==> src/rtl/mem_arb_pkg.sv <==
// Shared types for the CPU/loader memory arbiter: FSM states and grant owner.
package mem_arb_pkg;

    typedef enum logic [1:0] {
        IDLE,
        ISSUE,
        WAIT,
        DONE
    } state_t;

    typedef enum logic {
        GNT_CPU,
        GNT_LDR
    } gnt_t;

endpackage

==> src/rtl/arb_rr2.sv <==
// Two-way round-robin pick: a lone requester wins, a tie goes to the port
// that was not granted last.
module arb_rr2
    import mem_arb_pkg::*;
(
    input  logic req0,
    input  logic req1,
    input  gnt_t last,
    output logic valid,
    output gnt_t pick
);

    always_comb begin
        valid = req0 | req1;
        pick  = GNT_CPU;
        if (req0 && req1) begin
            pick = (last == GNT_CPU) ? GNT_LDR : GNT_CPU;
        end else if (req1) begin
            pick = GNT_LDR;
        end
    end

endmodule

==> src/rtl/mem_arbiter.sv <==
// Shares one fixed-latency byte memory between the multicycle CPU and the
// program loader, one access at a time with a one-cycle ack per access.
module mem_arbiter
    import mem_arb_pkg::*;
#(
    parameter int WIDTH   = 8,
    parameter int LATENCY = 1
)
(
    input  logic             clk,
    input  logic             reset,
    input  logic             cpu_req,
    input  logic             cpu_we,
    input  logic [WIDTH-1:0] cpu_adr,
    input  logic [WIDTH-1:0] cpu_wd,
    output logic [WIDTH-1:0] cpu_rd,
    output logic             cpu_ack,
    input  logic             ldr_req,
    input  logic             ldr_we,
    input  logic [WIDTH-1:0] ldr_adr,
    input  logic [WIDTH-1:0] ldr_wd,
    output logic [WIDTH-1:0] ldr_rd,
    output logic             ldr_ack,
    output logic             mem_en,
    output logic             mem_we,
    output logic [WIDTH-1:0] mem_adr,
    output logic [WIDTH-1:0] mem_wd,
    input  logic [WIDTH-1:0] mem_rd
);

    localparam int            CW       = $clog2(LATENCY + 1);
    localparam logic [CW-1:0] CNT_INIT = CW'(LATENCY - 1);

    state_t           state, state_nxt;
    gnt_t             gnt, last_grant, arb_pick;
    logic             arb_valid, load;
    logic             g_we;
    logic [WIDTH-1:0] g_adr, g_wd, rd_q;
    logic [CW-1:0]    cnt;
    logic             mask_cpu, mask_ldr;

    // In DONE the acked port still holds req; hide it so only the other port can win.
    assign mask_cpu = (state == DONE) && (gnt == GNT_CPU);
    assign mask_ldr = (state == DONE) && (gnt == GNT_LDR);

    arb_rr2 u_arb (
        .req0  (cpu_req & ~mask_cpu),
        .req1  (ldr_req & ~mask_ldr),
        .last  (last_grant),
        .valid (arb_valid),
        .pick  (arb_pick)
    );

    always_comb begin
        state_nxt = state;
        load      = 1'b0;
        mem_en    = 1'b0;
        mem_we    = 1'b0;
        cpu_ack   = 1'b0;
        ldr_ack   = 1'b0;
        case (state)
            IDLE: begin
                if (arb_valid) begin
                    state_nxt = ISSUE;
                    load      = 1'b1;
                end
            end
            ISSUE: begin
                mem_en    = 1'b1;
                mem_we    = g_we;
                state_nxt = g_we ? DONE : WAIT;
            end
            WAIT: begin
                if (cnt == '0) begin
                    state_nxt = DONE;
                end
            end
            DONE: begin
                cpu_ack = (gnt == GNT_CPU);
                ldr_ack = (gnt == GNT_LDR);
                if (arb_valid) begin
                    state_nxt = ISSUE;
                    load      = 1'b1;
                end else begin
                    state_nxt = IDLE;
                end
            end
            default: state_nxt = IDLE;
        endcase
    end

    // Grant fields only change on the way into ISSUE, so they double as the
    // held memory address/data in every other state.
    always_ff @(posedge clk) begin
        if (!reset) begin
            state      <= IDLE;
            gnt        <= GNT_CPU;
            last_grant <= GNT_LDR;
            g_we       <= 1'b0;
            g_adr      <= '0;
            g_wd       <= '0;
            cnt        <= '0;
            rd_q       <= '0;
        end else begin
            state <= state_nxt;
            if (state == DONE) begin
                last_grant <= gnt;
            end
            if (load) begin
                gnt   <= arb_pick;
                g_we  <= (arb_pick == GNT_CPU) ? cpu_we  : ldr_we;
                g_adr <= (arb_pick == GNT_CPU) ? cpu_adr : ldr_adr;
                g_wd  <= (arb_pick == GNT_CPU) ? cpu_wd  : ldr_wd;
            end
            if (state == ISSUE) begin
                cnt <= CNT_INIT;
            end else if (state == WAIT && cnt != '0) begin
                cnt <= cnt - CW'(1);
            end
            if (state == WAIT && cnt == '0) begin
                rd_q <= mem_rd;
            end
        end
    end

    assign mem_adr = g_adr;
    assign mem_wd  = g_wd;
    assign cpu_rd  = rd_q;
    assign ldr_rd  = rd_q;

endmodule

==> config.mk <==
export PLATFORM = sky130hd
export DESIGN_NAME = mem_arbiter
export DESIGN_NICKNAME = d
export VERILOG_FILES = /design/src/rtl/mem_arb_pkg.sv /design/src/rtl/arb_rr2.sv /design/src/rtl/mem_arbiter.sv
export SDC_FILE = /design/constraint.sdc
export NUM_CORES = 1
export LEC_CHECK = 0
export CAP_MARGIN = 5
export CORE_UTILIZATION = 38
export CTS_BUF_LIST = sky130_fd_sc_hd__clkbuf_16
export CTS_CLUSTER_SIZE = 20
export DETAILED_ROUTE_END_ITERATION = 10
export GPL_TIMING_DRIVEN = 0
export PLACE_DENSITY = 0.8
export SLEW_MARGIN = 25
export SYNTH_ARGS = -nofsm -noshare
export SYNTH_HDL_FRONTEND = slang
export SYNTH_SLANG_ARGS = --single-unit
==> constraint.sdc <==
create_clock -name clk -period 2.1 [get_ports clk]
set_input_delay 0.315 -clock clk [delete_from_list [all_inputs] [get_ports clk]]
set_output_delay 0.315 -clock clk [all_outputs]
set_load 0.03 [all_outputs]
Word level (Yosys, flattened, before mapping)
Cells that the tools add are included.
W data, S select, Z words.
{"block": "classes", "n_addsub": 1, "n_eq_ne": 5, "n_mux": 17, "bitwise": 8, "n_reduce_logical": 9}
{"op": "$mux W8", "count": 2}
{"op": "$mux W1", "count": 12}
{"op": "$pmux W2 S4", "count": 1}
{"op": "$logic_and A1 B1 Y1", "count": 5}
{"op": "$not A1 Y1", "count": 5}
{"op": "$eq A2 B2 Y1 const B", "count": 2}
{"op": "$mux W2", "count": 2}
{"op": "$ne A2 B2 Y1 const B", "count": 2}
{"op": "$reduce_or A2 Y1", "count": 2}
{"op": "$and A1 B1 Y1", "count": 2}
{"op": "$eq A2 B1 Y1 const B", "count": 1}
{"op": "$logic_not A2 Y1", "count": 1}
{"op": "$reduce_and A2 Y1", "count": 1}
{"op": "$or A1 B1 Y1", "count": 1}
{"op": "$sub A1 B1 Y1 const B", "count": 1}
{"block": "word_totals", "reg_bits": 30, "input_bits": 46, "out_inout_bits": 36, "wordCells": 48}

Longest topological paths before layout
Gate-level depths: netlist of the first run.
{"block": "depth", "word_depth": 7, "ltp_mapped": 7, "mapped_depth_nobuf": 6}

Hierarchy
Synthesis of the first run repeated with hierarchy kept, for this count alone.
{"block": "hier_totals", "hier_cells": 146, "hier_area_um2": 1524.0}
{"module": "mem_arbiter", "instances": 1, "cells_each": 144, "area_each_um2": 1510.2, "seq_area_each_um2": 600.6}
{"module": "arb_rr2", "instances": 1, "cells_each": 2, "area_each_um2": 13.8, "seq_area_each_um2": 0.0}

Least setup slack after synthesis of the first run
No wires, ideal clock.
{"block": "synth_path", "path_kind": "reg-to-reg", "start": "register state[1]", "end": "register state[0]", "setup_time_ps": 116, "arrival_time_ps": 1460, "t_required_ps": 1984, "setup_slack_ps": 523, "path_stages_with_launch": 7, "n_path_buf": 0, "synth_period_minus_slack_ps": 1577, "path_cell_list": "dfxtp_1 > inv_1 > ha_1 > and2_1 > nor3_1 > o21ai_0 > o211a_1"}
{"block": "synth_between", "elab_chain_cells": 7, "elab_cells_between_ends": 16, "cone_classes": "5 x eq/ne; 2 x mux; 5 x bitwise; 4 x reduce/logical"}
{"element": "from (decl)", "line": "mem_arbiter.sv:34", "text": "state_t state, state_nxt;"}
{"element": "from (signal assigned)", "line": "mem_arbiter.sv:105", "text": "state <= state_nxt;"}
{"element": "$eq A2 B2 Y1", "line": "mem_arbiter.sv:43, mem_arbiter.sv:44, mem_arbiter.sv:61"}
{"element": "$logic_and A1 B1 Y1, on equally long branches", "line": "mem_arbiter.sv:43, mem_arbiter.sv:44"}
{"element": "$not A1 Y1, on equally long branches", "line": "mem_arbiter.sv:47, mem_arbiter.sv:48"}
{"element": "$and A1 B1 Y1, on equally long branches", "line": "mem_arbiter.sv:47, mem_arbiter.sv:48"}
{"element": "$or A1 B1 Y1", "line": "arb_rr2.sv:14", "text": "valid = req0 | req1;"}
{"element": "$mux W1 / $ne A2 B2 Y1 (equally long branches)"}
{"element": "$pmux W2 S4 / $reduce_and A2 Y1 (equally long branches)"}
Parallel ways exist; a longest one is shown, timed or not.
A chain may end at the register's enable or synchronous reset.

Worst setup path in the final report of the first run
{"block": "layout_path", "start": "register state[1]", "end": "output port mem_en"}
{"block": "layout_between", "elab_chain_cells": 2}
{"element": "$eq A2 B1 Y1", "line": "mem_arbiter.sv:61", "text": "case (state)"}
{"element": "$mux W1", "line": "mem_arbiter.sv:61"}
{"element": "to (decl)", "line": "mem_arbiter.sv:24", "text": "output logic mem_en,"}
Every way passes these cells.

==> results of run 1 <==
[logic make-up after synthesis]
group | count (synthesis) | share of synthesized area
multiplexers | 10 | 0.0702
flip-flops | 30 | 0.421
buffers and inverters | 24 | 0.103
AO/OA/AOI/OAI | 41 | 0.175
adder cells (fa/ha/maj) | 5 | 0.0439
AND/OR/NAND/NOR | 57 | 0.187
[power by group through the flow]
stage / Clock (uW) / Sequential, uW / Combinational, uW
global placement: 0 / 884 / 1710
floorplan: 0 / 1200 / 767
finish: 651 / 885 / 1710
detailed placement: 0 / 894 / 1720
CTS: 662 / 885 / 1730
global route: 692 / 915 / 1840
[how the worst max path moves through the flow]
stage                 end  cells past startpoint  slack, ns     start
2_1_floorplan    state[0]                      6       0.52  state[1]
3_3_place_gp   mem_adr[4]                      5       0.25   ldr_req
3_5_place_dp   mem_adr[3]                      5       0.21   ldr_req
4_1_cts           cpu_ack                      4       0.08  state[1]
5_1_grt            mem_en                      3       0.10  state[1]
6_report           mem_en                      3       0.17  state[1]
[synth_stat cells, types with 2 or more instances]
cell,n,share of area
mux2i_1,10,0.070
ha_1,5,0.044
nand2_1,37,0.097
buf_2,3,0.011
a31oi_1,17,0.075
buf_6,2,0.016
buf_4,10,0.053
inv_1,6,0.016
nor2b_1,9,0.039
and2_1,5,0.022
o21ai_0,5,0.018
clkbuf_1,2,0.0053
o21ai_1,13,0.046
dfxtp_1,30,0.42
[metal layers]
metal	vias to the layer above	wire length (um)	global-route usage
li1	735	-	-
met1	631	1520	0.241
met4	0	38	0.0511
met5	-	0	0
met3	5	280	0.0634
met2	52	1810	0.340
[area by class of cell]
type / instances / area (um^2) / share of cell area
tap: 46 / 57.6 / 0.0238
clock buffer: 5 / 125 / 0.0517
inverter: 6 / 22.5 / 0.00930
clock inverter: 3 / 12.5 / 0.00517
sequential: 30 / 601 / 0.248
timing repair buffer: 80 / 801 / 0.331
buffer: 18 / 124 / 0.0511
multi-input combinational: 113 / 679 / 0.280
[sequential cells by signal, indices dropped and copies added (netlist names)]
name / count
last_grant: 1
mem_adr: 8
state: 2
g_we: 1
gnt: 1
cnt: 1
cpu_rd: 8
mem_wd: 8
[per-stage QoR]
stage	hold WS (ns)	instance area [um^2]
finish	0.356	2420
global route	0.420	2420
CTS	0.361	2420
detailed placement	0.457	2280
global placement	0.454	2280
floorplan	0.439	1430
[what timing repair did]
item	4_1_cts	5_1_grt
gates resized for setup	2	1
setup endpoints to repair	2	1
setup buffers	0	0
==> flow_summary.toml, run 1 <==
[outcome]
status = "finished clean"

[worst_setup_path]
path_delay_family = "buffers and inverters"
reg2reg_from = "state[0]"
worstPathArrival_ns = 1.62
crit_slowest_cell = "clkdlybuf4s50_1"
path_class = "reg -> out"
cp_cell_sequence = "inv_1, ha_1, clkdlybuf4s50_1"
cp-start-kind = "register"
critPathRequiredTime_ns = 1.78
reg2reg_to = "mem_adr[3]"
end_kind = "output port"
reg2reg_depth = 6
path_buf_inv = 2
crit_path_max_incr_delay_ns = 0.68
ff2ff_setup_slack_ns = 0.44
cp_max_fo = 4

[pwr]
sw_frac_of_total = 0.396
p_sw_uw = 1290
leakage_uw = 0.000995
peakVddDrop_uv = 681
p_total_uw = 3250
seqPwrFrac = 0.273
power_density_nw_per_um2 = 1340
clkPwrFrac = 0.201
p_comb_frac = 0.527
p_int_uw = 1960

[synthesis]
synth_warnings = 0
synthesis.nets = 218
synth_edf_count = 0
synthArstFlopShare = 0
ys_seq_elements = 30
synth_cells = 167
synth_area_per_cell_um2 = 8.54
ys_seq_area_frac = 0.421
synthFlopType = "dfxtp_1"
syn_area_um2 = 1430
yosysUniqueCellTypes = 27

[placement]
pre_cts_ws_ns = 0.213
io_buffers = 80
place_inst = 293
gp_congestion = 0.822
hpwl_um = 2710

[flow_run]
cap_violations = 0

[route]
drcViolationCount = 0
ant_nets = 0
via_per_inst = 4.73
drt-total-wl_um = 3640
drt_first_iter_violations = 58
wl_per_cell_um = 12.1
firstDrtPassIters = 4
vias = 1423

[timing]
worstMarginPinSlew_ns = 0.391
rsz0062_at_grt = "no"
timing.fmax_mhz = 518
final-setup-viol-count = 0
timing.final.ws_setup_ns = 0.169
maxSlewViolCount = 0
skew_ns = 0.00328
finalHoldViolations = 0
period_minus_slack_ns = 1.93
max_slew_margin = 0.739
setup_tns_ns = 0
finalCritPeriodShare = 0.919

[finish]
fillers = 308
fin_cells = 301
final_cell_mix = "77 x clkdlybuf4s50_1, 37 x nand2_1, 30 x dfxtp_1, 17 x a31oi_1, 13 x o21ai_1"
syn_to_final_growth_pct = 69.8
nNetsFinal = 305
final_common_cell = "clkdlybuf4s50_1"
final_util = 0.698
antenna_cells = 0
drive_gt1_frac = 0.0902

[worst_hold_path]
hold_end = "last_grant"
holdPathStages = 2
worstHoldStart = "reset"
hold_path.class = "in -> reg"

[global_routing]
antenna_found_initial = 0
groute.usage.overall = 0.200
grt_max_degree = 11
grt_pass1_vias = 1387
grt_pass1_wl_um = 6310
grt_overflow_total = 0

[clocking]
insertion_delay_ns = 0.27
cts_sinks = 30
cts_max_level = 2
hold_buffers = 0
clk_path_buf_depth = 2
cts_tree = "done"
root_buffer = "clkbuf_16"
cts_buffers = 5
clk_pin_slew_ns = 0.05

[floorplanning]
core_um2 = 3470
fp.dieW_um = 63.3
fp.dieH_um = 63.3
pin_count = 82
dieArea_um2 = 4000
start_util = 0.411
std_cell_rows = 21
Note: power is estimated with default switching activity, not from simulation.
==> run 2: changes to the inputs <==
--- a/config.mk
+++ b/config.mk
@@ -12,7 +12,8 @@
 export DETAILED_ROUTE_END_ITERATION = 10
 export GPL_TIMING_DRIVEN = 0
 export PLACE_DENSITY = 0.8
-export SLEW_MARGIN = 25
+export REMOVE_ABC_BUFFERS = 1
+export SLEW_MARGIN = 20
 export SYNTH_ARGS = -nofsm -noshare
 export SYNTH_HDL_FRONTEND = slang
 export SYNTH_SLANG_ARGS = --single-unit
==> run 2 against run 1 <==
  * Combinational power is 9% lower
  * Cell area shrank 4.8%
  * Global-route usage down 2.6 points
  * Via count is 4.6% lower
  * Clock skew shrank 0.0022 ns
  * Largest cell class unchanged
==> flow_summary.toml, run 2 (synthesis results as in run 1) <==
[outcome]
status = "finished clean"

[worst_setup_path]
path_class = "reg -> out"
worstPathArrival_ns = 1.59
critPathRequiredTime_ns = 1.78
cp_max_fo = 4
end_kind = "output port"
ff2ff_setup_slack_ns = 0.23
reg2reg_to = "gnt"
reg2reg_depth = 6
cp-start-kind = "register"
reg2reg_from = "state[0]"

[finish]
antenna_cells = 0
final_cell_mix = "78 x clkdlybuf4s50_1, 37 x nand2_1, 30 x dfxtp_1, 17 x a31oi_1, 13 x o21ai_1"
nNetsFinal = 288
drive_gt1_frac = 0.0295
final_util = 0.665
fillers = 304
final_common_cell = "clkdlybuf4s50_1"
syn_to_final_growth_pct = 61.8

[floorplanning]
dieArea_um2 = 4000
core_um2 = 3470
pin_count = 82
fp.dieH_um = 63.3
std_cell_rows = 21
start_util = 0.411
fp.dieW_um = 63.3

[timing]
timing.final.ws_setup_ns = 0.193
setup_tns_ns = 0
period_minus_slack_ns = 1.91
holdWs_ns = 0.486
finalHoldViolations = 0
worstMarginPinSlew_ns = 0.897
final-setup-viol-count = 0
timing.fmax_mhz = 524
maxSlewViolCount = 0
skew_ns = 0.00110
rsz0062_at_grt = "no"
finalCritPeriodShare = 0.908
max_slew_margin = 0.401

[pwr]
peakVddDrop_uv = 711
p_int_uw = 1850
seqPwrFrac = 0.287
power_density_nw_per_um2 = 1330
p_sw_uw = 1210
leakage_uw = 0.000930
sw_frac_of_total = 0.395
clkPwrFrac = 0.205
p_comb_frac = 0.507

[worst_hold_path]
hold_end = "cnt"
hold_path.class = "reg -> reg"
holdPathStages = 1
worstHoldStart = "cnt"

[route]
via_per_inst = 4.80
vias = 1358
wl_per_cell_um = 11.4
drt_first_iter_violations = 36
drcViolationCount = 0
ant_nets = 0
drt-total-wl_um = 3230
firstDrtPassIters = 4

[global_routing]
grt_max_degree = 36
grt_overflow_total = 0
grt_pass1_wl_um = 5430
grt_pass1_vias = 1282
antenna_found_initial = 0
groute.usage.overall = 0.173

[clocking]
clk_path_buf_depth = 2
clk_pin_slew_ns = 0.05
root_buffer = "clkbuf_16"
cts_max_level = 2
cts_buffers = 5
insertion_delay_ns = 0.26
cts_tree = "done"
cts_sinks = 30

[placement]
io_buffers = 81
hpwl_um = 2280
gp_congestion = 0.725
pre_cts_ws_ns = -0.0384

[flow_run]
cap_violations = 0
run 2: power groups by stage:
| stage | Sequential (uW) | Combinational [uW] | Clock [uW] |
|---|---|---|---|
| final | 881 | 1560 | 629 |
| after global routing | 914 | 1670 | 673 |
| after CTS | 881 | 1580 | 649 |
| after detailed placement | 890 | 1570 | 0 |
| after global placement | 883 | 1560 | 0 |
| after floorplan | 1260 | 582 | 0 |
run 2: critical path, stage by stage (launching register included):
cell	delay, ns
dfxtp_1	0.32
inv_1	0.12
ha_1	0.20
clkdlybuf4s50_1	0.68
run 2: cell type report:
| class | count | area [um^2] | share of cell area |
|---|---|---|---|
| repair buffers | 81 | 815 | 0.353 |
| multi-input cells | 113 | 679 | 0.294 |
| well taps | 46 | 57.6 | 0.0249 |
| flip-flops and latches | 30 | 601 | 0.260 |
| clock buffers | 5 | 125 | 0.0542 |
| inverters | 6 | 22.5 | 0.00976 |
| clock inverters | 2 | 7.51 | 0.00325 |
run 2: how the worst max path moves through the flow:
stage                  start         to  slack (ns)  cells after the start
floorplan           state[0]        gnt        0.45                      6
global placement     ldr_req        gnt       -0.02                      5
detailed placement   ldr_req        gnt       -0.04                      5
CTS                 state[1]     mem_we        0.04                      4
global route        state[0]  mem_wd[3]        0.05                      6
finish              state[1]     mem_en        0.19                      3
run 2: per-stage QoR:
step	std cells	power (uW)	cell area, um^2
floorplan	149	1840	1300
global placement	276	2440	2170
detailed placement	276	2460	2170
CTS	283	3110	2300
global route	283	3260	2310
finish	283	3060	2310
run 2: what timing repair did:
item | in CTS | in global routing
hold buffers | 0 | 0
setup endpoints to repair | 1 | 2
hold endpoints to repair | 0 | 0
gates resized for setup | 1 | 2
buffers inserted | 0 | 0
pin swaps | 0 | 0
run 2: per-layer routing:
| layer | vias up | wire length [um] | track usage |
|---|---|---|---|
| met3 | 4 | 324 | 0.0743 |
| met4 | 0 | 23 | 0.0597 |
| met2 | 65 | 1480 | 0.297 |
| met1 | 585 | 1410 | 0.190 |
| met5 | - | 0 | 0 |
| li1 | 704 | - | - |
==> run 3: changes to the inputs <==
--- a/config.mk
+++ b/config.mk
@@ -13,7 +13,6 @@
 export GPL_TIMING_DRIVEN = 0
 export PLACE_DENSITY = 0.8
 export REMOVE_ABC_BUFFERS = 1
-export SLEW_MARGIN = 20
 export SYNTH_ARGS = -nofsm -noshare
 export SYNTH_HDL_FRONTEND = slang
 export SYNTH_SLANG_ARGS = --single-unit
==> results of run 3 <==
Same layout as run 2: the final DEF is identical, and so are final timing and power.
